<file path="src/rtl/noc_pkt_pkg.sv">
`default_nettype none
// ============================================================================
// Module      : noc_pkt_pkg
// Description : Shared definitions for the NoC packet creator. Contains the
//               flit type codes, the packetiser FSM state encoding and a
//               helper that locates each header field inside a flit.
// Revision    : 1.0 - initial release
// ============================================================================
package noc_pkt_pkg;

    // Flit type codes carried on network_flit_type_o
    localparam logic [1:0] c_FLIT_HEADER = 2'b00;
    localparam logic [1:0] c_FLIT_BODY   = 2'b01;
    localparam logic [1:0] c_FLIT_TAIL   = 2'b10;

    // Packetiser FSM states
    typedef enum logic [1:0] {
        ST_IDLE  = 2'd0,
        ST_PACK  = 2'd1,
        ST_SPLIT = 2'd2
    } state_e;

    // Header fields, listed from the MSB of the flit downwards
    typedef enum logic [1:0] {
        HDR_TDEST = 2'd0,
        HDR_SRC   = 2'd1,
        HDR_TID   = 2'd2,
        HDR_CONT  = 2'd3
    } hdr_field_e;

    // LSB position of a header field. Layout from the MSB down:
    // {tdest, source id, tid, cont, zeros}
    function automatic int hdr_lsb(input int noc_w, input int node_w,
                                   input int tid_w, input hdr_field_e f);
        int lsb;
        case (f)
            HDR_TDEST: lsb = noc_w - node_w;
            HDR_SRC:   lsb = noc_w - 2 * node_w;
            HDR_TID:   lsb = noc_w - 2 * node_w - tid_w;
            default:   lsb = noc_w - 2 * node_w - tid_w - 1;
        endcase
        return lsb;
    endfunction

endpackage : noc_pkt_pkg
`default_nettype wire

</file>
<file path="src/rtl/noc_flit_out_reg.sv">
`default_nettype none
// ============================================================================
// Module      : noc_flit_out_reg
// Description : One-entry valid/ready output register holding a flit together
//               with its type, virtual channel and valid byte count.
//               o_free is high when the entry may be (re)loaded this cycle:
//               either it is empty or its content is leaving right now.
// Ports       : clk, rst_n (async, active-low)
//               i_load + i_flit/i_type/i_vc/i_bytes : new entry (only when free)
//               o_flit/o_type/o_vc/o_bytes/o_valid, i_ready : NoC side
//               o_free : entry can accept a load this cycle
// Revision    : 1.0 - initial release
// ============================================================================
module noc_flit_out_reg #(
    parameter int DATA_W  = 64,
    parameter int TYPE_W  = 2,
    parameter int VC_W    = 3,
    parameter int BYTES_W = 4
) (
    input  logic               clk,
    input  logic               rst_n,
    input  logic               i_load,
    input  logic [DATA_W-1:0]  i_flit,
    input  logic [TYPE_W-1:0]  i_type,
    input  logic [VC_W-1:0]    i_vc,
    input  logic [BYTES_W-1:0] i_bytes,
    output logic               o_free,
    output logic [DATA_W-1:0]  o_flit,
    output logic [TYPE_W-1:0]  o_type,
    output logic [VC_W-1:0]    o_vc,
    output logic [BYTES_W-1:0] o_bytes,
    output logic               o_valid,
    input  logic               i_ready
);

    logic               r_valid;
    logic [DATA_W-1:0]  r_flit;
    logic [TYPE_W-1:0]  r_type;
    logic [VC_W-1:0]    r_vc;
    logic [BYTES_W-1:0] r_bytes;

    always_ff @(posedge clk or negedge rst_n) begin
        if (!rst_n) begin
            r_valid <= 1'b0;
            r_flit  <= '0;
            r_type  <= '0;
            r_vc    <= '0;
            r_bytes <= '0;
        end else if (i_load) begin
            r_valid <= 1'b1;
            r_flit  <= i_flit;
            r_type  <= i_type;
            r_vc    <= i_vc;
            r_bytes <= i_bytes;
        end else if (r_valid && i_ready) begin
            r_valid <= 1'b0;
        end
    end

    assign o_free  = !r_valid || i_ready;
    assign o_valid = r_valid;
    assign o_flit  = r_flit;
    assign o_type  = r_type;
    assign o_vc    = r_vc;
    assign o_bytes = r_bytes;

endmodule : noc_flit_out_reg
`default_nettype wire

</file>
<file path="src/rtl/noc_packet_creator_gen.sv">
`default_nettype none
// ============================================================================
// Module      : noc_packet_creator_gen
// Description : AXI-Stream to NoC packetiser. Packs AXIS beats into NoC flits,
//               prefixes each packet with a header flit and splits messages
//               into packets of at most MAX_PAYLOAD_FLITS payload flits.
//               Each flit reports its number of valid payload bytes.
// Ports       : s_axis_aclk, s_axis_arstn (async, active-low)
//               s_axis_t{data,valid,ready,last,id,dest} : AXIS slave
//               network_{flit,flit_type,vc,bytes,valid}_o,
//               network_ready_i                         : NoC master
//               stat_packets_o, stat_flits_o            : only with
//                                                       NOC_PKT_CREATOR_STATS_EN
// Options     : `define NOC_PKT_CREATOR_STATS_EN to add packet/flit counters.
// Revision    : 1.0 - initial release
// ============================================================================
module noc_packet_creator_gen
    import noc_pkt_pkg::*;
#(
    parameter int AXIS_DATA_WIDTH              = 8,
    parameter int NOC_DATA_WIDTH               = 64,
    parameter int NUM_VN                       = 3,
    parameter int TID_WIDTH                    = 8,
    parameter int TDEST_WIDTH                  = 11,
    parameter int SOURCE_ID                    = 0,
    parameter int MAX_PAYLOAD_FLITS            = 16,
    parameter int NOC_VIRTUAL_CHANNEL_ID_WIDTH = 3,
    parameter int FLIT_TYPE_SIZE               = 2
) (
    input  logic                                    s_axis_aclk,
    input  logic                                    s_axis_arstn,
    input  logic [AXIS_DATA_WIDTH-1:0]              s_axis_tdata,
    input  logic                                    s_axis_tvalid,
    output logic                                    s_axis_tready,
    input  logic                                    s_axis_tlast,
    input  logic [TID_WIDTH-1:0]                    s_axis_tid,
    input  logic [TDEST_WIDTH-1:0]                  s_axis_tdest,
    output logic [NOC_DATA_WIDTH-1:0]               network_flit_o,
    output logic [FLIT_TYPE_SIZE-1:0]               network_flit_type_o,
    output logic [NOC_VIRTUAL_CHANNEL_ID_WIDTH-1:0] network_vc_o,
    output logic [$clog2(NOC_DATA_WIDTH/8):0]       network_bytes_o,
    output logic                                    network_valid_o,
    input  logic                                    network_ready_i
`ifdef NOC_PKT_CREATOR_STATS_EN
    ,
    output logic [31:0]                             stat_packets_o,
    output logic [31:0]                             stat_flits_o
`endif
);

    localparam int c_BEATS      = NOC_DATA_WIDTH / AXIS_DATA_WIDTH;
    localparam int c_BEAT_BYTES = AXIS_DATA_WIDTH / 8;
    localparam int c_BYTES_W    = $clog2(NOC_DATA_WIDTH / 8) + 1;
    localparam int c_LANE_W     = $clog2(c_BEATS) + 1;
    localparam int c_VC_W       = NOC_VIRTUAL_CHANNEL_ID_WIDTH;
    localparam int c_TDEST_LSB  = hdr_lsb(NOC_DATA_WIDTH, TDEST_WIDTH, TID_WIDTH, HDR_TDEST);
    localparam int c_SRC_LSB    = hdr_lsb(NOC_DATA_WIDTH, TDEST_WIDTH, TID_WIDTH, HDR_SRC);
    localparam int c_TID_LSB    = hdr_lsb(NOC_DATA_WIDTH, TDEST_WIDTH, TID_WIDTH, HDR_TID);
    localparam int c_CONT_LSB   = hdr_lsb(NOC_DATA_WIDTH, TDEST_WIDTH, TID_WIDTH, HDR_CONT);

    state_e                      r_state;
    state_e                      w_state_next;
    logic [NOC_DATA_WIDTH-1:0]   r_pack;
    logic [c_LANE_W-1:0]         r_lane;
    logic [c_BYTES_W-1:0]        r_bytes;
    logic                        r_complete;
    logic                        r_last;
    logic [7:0]                  r_flit_cnt;
    logic [TID_WIDTH-1:0]        r_tid;
    logic [TDEST_WIDTH-1:0]      r_tdest;
    logic [c_VC_W-1:0]           r_vc;

    logic                        w_out_free;
    logic                        w_out_load;
    logic                        w_hdr_load;
    logic                        w_pack_xfer;
    logic                        w_limit;
    logic                        w_tready;
    logic                        w_beat;
    logic [NOC_DATA_WIDTH-1:0]   w_hdr;
    logic [TID_WIDTH-1:0]        w_hdr_tid;
    logic [TDEST_WIDTH-1:0]      w_hdr_tdest;
    logic [c_VC_W-1:0]           w_vc_in;
    logic [NOC_DATA_WIDTH-1:0]   w_out_flit;
    logic [FLIT_TYPE_SIZE-1:0]   w_out_type;
    logic [c_VC_W-1:0]           w_out_vc;
    logic [c_BYTES_W-1:0]        w_out_bytes;
    logic [NOC_DATA_WIDTH-1:0]   w_pack_base;
    logic [c_LANE_W-1:0]         w_lane_base;
    logic [c_BYTES_W-1:0]        w_bytes_base;
    logic [NOC_DATA_WIDTH-1:0]   w_pack_next;
    logic [c_LANE_W-1:0]         w_lane_next;
    logic [c_BYTES_W-1:0]        w_bytes_next;
    logic                        w_complete_next;
    logic                        w_last_next;

    // The flit about to leave the pack register is the last one allowed in
    // this packet.
    assign w_limit     = ({1'b0, r_flit_cnt} + 9'd1) == 9'(MAX_PAYLOAD_FLITS);
    assign w_pack_xfer = (r_state == ST_PACK) && r_complete && w_out_free;
    assign w_vc_in     = c_VC_W'(32'(s_axis_tid) % NUM_VN);

    // ------------------------------------------------------------------
    // FSM: next state and input handshake
    // ------------------------------------------------------------------
    always_comb begin
        w_state_next = r_state;
        w_tready     = 1'b0;
        w_hdr_load   = 1'b0;
        case (r_state)
            ST_IDLE: begin
                // First beat needs the output register for its header.
                w_tready = w_out_free;
                if (s_axis_tvalid && w_out_free) begin
                    w_hdr_load   = 1'b1;
                    w_state_next = ST_PACK;
                end
            end
            ST_PACK: begin
                // A new beat may enter the pack register in the same cycle
                // the completed flit leaves, unless that flit closes the
                // packet: the next beat then has to wait for a header.
                w_tready = !r_complete || (w_out_free && !r_last && !w_limit);
                if (w_pack_xfer) begin
                    if (r_last) begin
                        w_state_next = ST_IDLE;
                    end else if (w_limit) begin
                        w_state_next = ST_SPLIT;
                    end
                end
            end
            ST_SPLIT: begin
                if (w_out_free) begin
                    w_hdr_load   = 1'b1;
                    w_state_next = ST_PACK;
                end
            end
            default: w_state_next = ST_IDLE;
        endcase
    end

    assign s_axis_tready = w_tready;
    assign w_beat        = s_axis_tvalid && w_tready;

    always_ff @(posedge s_axis_aclk or negedge s_axis_arstn) begin
        if (!s_axis_arstn) begin
            r_state <= ST_IDLE;
        end else begin
            r_state <= w_state_next;
        end
    end

    // ------------------------------------------------------------------
    // Header construction: on the first beat the id/dest come straight
    // from the bus; continuation headers reuse the latched values.
    // ------------------------------------------------------------------
    assign w_hdr_tid   = (r_state == ST_IDLE) ? s_axis_tid   : r_tid;
    assign w_hdr_tdest = (r_state == ST_IDLE) ? s_axis_tdest : r_tdest;

    always_comb begin
        w_hdr                                  = '0;
        w_hdr[c_TDEST_LSB +: TDEST_WIDTH]      = w_hdr_tdest;
        w_hdr[c_SRC_LSB +: TDEST_WIDTH]        = TDEST_WIDTH'(SOURCE_ID);
        w_hdr[c_TID_LSB +: TID_WIDTH]          = w_hdr_tid;
        w_hdr[c_CONT_LSB]                      = (r_state == ST_SPLIT);
    end

    // ------------------------------------------------------------------
    // Output register source select
    // ------------------------------------------------------------------
    assign w_out_load  = w_hdr_load || w_pack_xfer;
    assign w_out_flit  = w_hdr_load ? w_hdr : r_pack;
    assign w_out_vc    = (r_state == ST_IDLE) ? w_vc_in : r_vc;
    assign w_out_bytes = w_hdr_load ? '0 : r_bytes;

    always_comb begin
        if (w_hdr_load) begin
            w_out_type = FLIT_TYPE_SIZE'(c_FLIT_HEADER);
        end else if (r_last || w_limit) begin
            w_out_type = FLIT_TYPE_SIZE'(c_FLIT_TAIL);
        end else begin
            w_out_type = FLIT_TYPE_SIZE'(c_FLIT_BODY);
        end
    end

    // ------------------------------------------------------------------
    // Pack register: when the held flit leaves this cycle, an incoming
    // beat starts a fresh flit at lane 0.
    // ------------------------------------------------------------------
    assign w_pack_base  = w_pack_xfer ? '0 : r_pack;
    assign w_lane_base  = w_pack_xfer ? '0 : r_lane;
    assign w_bytes_base = w_pack_xfer ? '0 : r_bytes;

    always_comb begin
        w_pack_next     = w_pack_base;
        w_lane_next     = w_lane_base;
        w_bytes_next    = w_bytes_base;
        w_complete_next = w_pack_xfer ? 1'b0 : r_complete;
        w_last_next     = w_pack_xfer ? 1'b0 : r_last;
        if (w_beat) begin
            // Unused upper lanes stay zero for a partial last flit.
            w_pack_next     = w_pack_base
                            | (NOC_DATA_WIDTH'(s_axis_tdata) << (w_lane_base * AXIS_DATA_WIDTH));
            w_lane_next     = w_lane_base + 1'b1;
            w_bytes_next    = w_bytes_base + c_BYTES_W'(c_BEAT_BYTES);
            w_complete_next = ((w_lane_base + 1'b1) == c_LANE_W'(c_BEATS)) || s_axis_tlast;
            w_last_next     = s_axis_tlast;
        end
    end

    always_ff @(posedge s_axis_aclk or negedge s_axis_arstn) begin
        if (!s_axis_arstn) begin
            r_pack     <= '0;
            r_lane     <= '0;
            r_bytes    <= '0;
            r_complete <= 1'b0;
            r_last     <= 1'b0;
            r_flit_cnt <= '0;
            r_tid      <= '0;
            r_tdest    <= '0;
            r_vc       <= '0;
        end else begin
            r_pack     <= w_pack_next;
            r_lane     <= w_lane_next;
            r_bytes    <= w_bytes_next;
            r_complete <= w_complete_next;
            r_last     <= w_last_next;
            if (w_hdr_load) begin
                r_flit_cnt <= '0;
            end else if (w_pack_xfer) begin
                r_flit_cnt <= r_flit_cnt + 8'd1;
            end
            // id/dest belong to the message: only the first beat counts.
            if ((r_state == ST_IDLE) && w_beat) begin
                r_tid   <= s_axis_tid;
                r_tdest <= s_axis_tdest;
                r_vc    <= w_vc_in;
            end
        end
    end

    noc_flit_out_reg #(
        .DATA_W  (NOC_DATA_WIDTH),
        .TYPE_W  (FLIT_TYPE_SIZE),
        .VC_W    (c_VC_W),
        .BYTES_W (c_BYTES_W)
    ) u_out_reg (
        .clk     (s_axis_aclk),
        .rst_n   (s_axis_arstn),
        .i_load  (w_out_load),
        .i_flit  (w_out_flit),
        .i_type  (w_out_type),
        .i_vc    (w_out_vc),
        .i_bytes (w_out_bytes),
        .o_free  (w_out_free),
        .o_flit  (network_flit_o),
        .o_type  (network_flit_type_o),
        .o_vc    (network_vc_o),
        .o_bytes (network_bytes_o),
        .o_valid (network_valid_o),
        .i_ready (network_ready_i)
    );

`ifdef NOC_PKT_CREATOR_STATS_EN
    logic [31:0] r_stat_packets;
    logic [31:0] r_stat_flits;

    always_ff @(posedge s_axis_aclk or negedge s_axis_arstn) begin
        if (!s_axis_arstn) begin
            r_stat_packets <= '0;
            r_stat_flits   <= '0;
        end else if (network_valid_o && network_ready_i) begin
            r_stat_flits <= r_stat_flits + 32'd1;
            if (network_flit_type_o == FLIT_TYPE_SIZE'(c_FLIT_HEADER)) begin
                r_stat_packets <= r_stat_packets + 32'd1;
            end
        end
    end

    assign stat_packets_o = r_stat_packets;
    assign stat_flits_o   = r_stat_flits;
`endif

endmodule : noc_packet_creator_gen
`default_nettype wire

</file>
<file path="config.mk">
export PLATFORM = sky130hd
export DESIGN_NAME = noc_packet_creator_gen
export DESIGN_NICKNAME = d
export VERILOG_FILES = /design/src/rtl/noc_pkt_pkg.sv /design/src/rtl/noc_flit_out_reg.sv /design/src/rtl/noc_packet_creator_gen.sv
export SDC_FILE = /design/constraint.sdc
export NUM_CORES = 1
export LEC_CHECK = 0
export CORE_MARGIN = 2
export CORE_UTILIZATION = 56
export DETAILED_ROUTE_END_ITERATION = 10
export PLACE_DENSITY_LB_ADDON = 0.25
export SKIP_LAST_GASP = 1
export SYNTH_ARGS = -nofsm -noshare
export SYNTH_HDL_FRONTEND = slang
export SYNTH_HIERARCHICAL = 1
export SYNTH_SLANG_ARGS = --single-unit
</file>
<file path="constraint.sdc">
create_clock -name s_axis_aclk -period 3.3 [get_ports s_axis_aclk]
set_input_delay 0.495 -clock s_axis_aclk [delete_from_list [all_inputs] [get_ports s_axis_aclk]]
set_output_delay 0.495 -clock s_axis_aclk [all_outputs]
set_load 0.01 [all_outputs]
</file>
==> flow_summary.yaml <==
status:
  outcome: "complete, but fails checks"
  violations: "negative setup slack"
worst_setup_path:
  critical_path_class: "in2reg"
  cp.arrival_ps: 4010
  startpoint_type: "input pin"
  r2r_end: "r_pack[25]"
  worstPathCellList: "buf_6, ha_4, buf_4, nor4bb_2, o221ai_1, and2_1, buf_4, o21a_1, a21o_1, buf_4, buf_4, a211oi_2, a21oi_4, xnor2_2, ha_2, nor2_4, o21ai_4, mux2i_2, a21oi_1, mux2_4"
  crit_required_ps: 3620
  crit_path_end: "u_out_reg/o_vc[1]"
  worstPathMaxFanout: 4
  r2r_cells: 11
  reg2reg_from: "r_flit_cnt[2]"
  crit_path_end_kind: "flop"
  cp_common_cell: "buf_4"
  startpoint: "s_axis_tid[6]"
  cp_slowest_stage_delay_ps: 310
  cp_slowest_cell: "a211oi_2"
  r2r_slack_ps: 400
sta:
  finalMaxSlewViolations: 0
  min_period_over_period_pct: 112
  tightest_slew_ps: 962
  setup_ws_ps: -388
  finalHoldViolations: 0
  clock_skew_ps: 14.9
  rsz0062_at_grt: "true"
  setup_viol_count_final: 6
  max_slew_margin_pct: 35.9
  fmaxAchievable_mhz: 271
  fin_crit_ps: 3690
pwr:
  leakage_nw: 4.99
  seq_power_share_pct: 37.2
  power_switching_mw: 3.28
  p_int_mw: 6.43
  combPwrFrac_pct: 42.8
  clock_power_share_pct: 19.9
  p_per_area_nw_per_um2: 900
  p_sw_share_pct: 33.8
  power_mw: 9.71
  ir_drop_mv: 0.665
placement:
  dp_cells: 1025
  dpl_cell_area_sq_um: 10000
  hpwlAfterDp_mm: 13.2
  routabilityCongestion: 0.903
  port_buffers: 106
  place_ws_ps: -1220
die:
  initial_core_util_pct: 56.7
  ios: 107
  core_sq_um: 15000
  die_area_sq_um: 16200
  die_height_um: 127
  rows: 45
  die_w_um: 127
synth:
  yosysWarningCount: 6
  ys_seq_elements: 180
  synth-main-ff-cell: "dfrtp_1"
  syn-num-nets: 773
  synth_edf_count: 0
  ys_seq_area_share_pct: 52.8
  avgSynthCellArea_sq_um: 11.6
  yosysUniqueCellTypes: 62
  async_flop_share_pct: 100
  synthCells: 735
  netlist_area_sq_um: 8530
global_routing:
  grt_pass1_wl_mm: 32.6
  grt_use_total_pct: 25.4
  grt_start_max_net_pins: 83
  antenna_found_initial: 0
  overflow: 0
  grt_pass1_vias: 6250
clocking:
  cts_tree: "yes"
  htree_levels: 4
  clk_latency_ps: 440
  clk_pin_slew_ps: 70
  clock_sinks: 180
  cts_root_buf: "clkbuf_16"
  cts_buffers: 17
  clockBufferDepth: 2
final_layout:
  final_cells: 1070
  syn2layout_area_growth_pct: 26.5
  utilization_pct: 71.7
  layout-drive-gt1-share_pct: 23.6
  finalNetCount: 907
  fin_area_sq_um: 10800
  antennaDiodeCount: 0
detailed_routing:
  routedWlPerCell_um: 18.9
  drtIter0Drc: 497
  ant_nets: 0
  first_pass_iters: 5
  vias: 6286
  drc: 0
  via_per_inst: 5.87
  routed_wl_mm: 20.2
flow_run:
  cap_viol_max_count: 0
worst_hold_path:
  hp-class: "in2async"
[synth_stat cells, types with 5 or more instances]
master	count	area [sq um]
dfrtp_1	180	4500
nand2_1	95	357
a22o_1	64	561
mux2_4	60	901
and2_1	56	350
o21ai_0	46	230
clkbuf_1	29	109
nor2_1	20	75.1
o22ai_1	19	119
mux2_2	15	169
inv_1	10	37.5
buf_6	9	101
buf_1	8	30.0
a31oi_1	7	43.8
xnor2_1	7	61.3
a21oi_1	6	30.0
ha_1	6	75.1
nand2b_1	6	37.5
nand3_1	6	30.0
xor2_1	6	52.6
nor3_1	5	25.0
o21ai_1	5	25.0
[metrics by stage]
step	setup TNS (ps)	hold WS [ps]
2_1_floorplan	-3440	199
3_3_place_gp	-5650	458
3_5_place_dp	-6510	464
4_1_cts	-1250	128
5_1_grt	-2590	174
6_report	-1690	106
[cell families after synthesis]
kind of cell | synth area share [%]
buffers and inverters | 3.76
AOI/OAI and AO/OA | 15.2
DFF | 52.8
adders and majority gates | 0.880
muxes | 12.9
xor gates and xnor gates | 1.34
and+or+nand+nor | 13.1
[worst min path at each step]
stage,depth (start not counted),from,end,slack (ps)
final,1,s_axis_arstn,u_out_reg/o_flit[29],110
after global routing,1,s_axis_arstn,u_out_reg/o_flit[29],170
after CTS,1,s_axis_arstn,u_out_reg/o_flit[29],130
after detailed placement,2,r_tdest[4],r_tdest[4],460
after global placement,2,r_tdest[10],r_tdest[10],460
after floorplan,0,s_axis_arstn,r_bytes[0],200
[cell usage in the layout, fill, tap and decap left out, drive strengths merged, types with 4 or more instances in the layout]
| master | count |
|---|---|
| mux2 | 75 |
| clkdlybuf4s50 | 100 |
| nand4 | 4 |
| ha | 6 |
| o22ai | 19 |
| a21oi | 7 |
| and3 | 4 |
| nor3 | 7 |
| clkinv | 5 |
| nor2 | 20 |
| inv | 13 |
| nor2b | 4 |
| clkbuf | 21 |
| xor2 | 6 |
| nand2 | 96 |
| dfrtp | 180 |
| nand3 | 6 |
| and2 | 57 |
| a211oi | 6 |
| o21a | 4 |
| o31ai | 5 |
| nand2b | 7 |
| xnor2 | 7 |
| o21ai | 52 |
| a22o | 64 |
| a31oi | 7 |
| buf | 66 |
[critical path: cells and delay by family]
family                     cells  cell delay (ps)
and+or+nand+nor                3              530
buffers and inverters          5              630
adders and majority gates      2              480
muxes                          2              530
xor gates and xnor gates       1              190
AOI/OAI and AO/OA              7             1160
[cell type report]
type	instances	area [sq um]
clock buffer	21	460
clock inverter	11	100
fill	996	4250
inverter	10	40.0
multi-input combinational	492	3870
sequential	180	4500
tap	188	235
timing repair buffer	168	1580
[power by group through the flow]
stage / Clock, mW / Combinational (mW) / Sequential (mW)
floorplan: 0 / 2.55 / 3.63
global placement: 0 / 3.92 / 3.59
detailed placement: 0 / 4.06 / 3.63
CTS: 1.96 / 4.13 / 3.61
global route: 2.04 / 4.47 / 3.71
finish: 1.94 / 4.16 / 3.61
[metal layers]
| metal | vias to the layer above | track usage (%) | share of wire, % |
|---|---|---|---|
| met5 | - | 0 | 0 |
| met4 | 0 | 9.31 | 1.9 |
| met3 | 32 | 4.77 | 4.9 |
| met2 | 216 | 39.0 | 47 |
| met1 | 3169 | 36.4 | 46 |
| li1 | 2869 | - | - |
[state kept, by name (all words and copies together) (netlist names)]
signal / cells
u_out_reg/o_flit: 64
r_bytes: 4
r_lane: 4
u_out_reg/o_bytes: 4
r_flit_cnt: 8
r_state: 2
r_pack: 64
u_out_reg/o_type: 2
r_tid: 8
u_out_reg/o_vc: 3
r_tdest: 11
r_vc: 3
u_out_reg/o_valid: 1
r_complete: 1
r_last: 1
[repair_timing]
item,in CTS,in global routing
pin swaps,16,13
gates resized for setup,29,11
buffers inserted,11,4
endpoints found under the hold margin,0,0
hold buffers,0,0
setup endpoints to repair,6,6
Note: power is estimated with default switching activity, not from simulation.
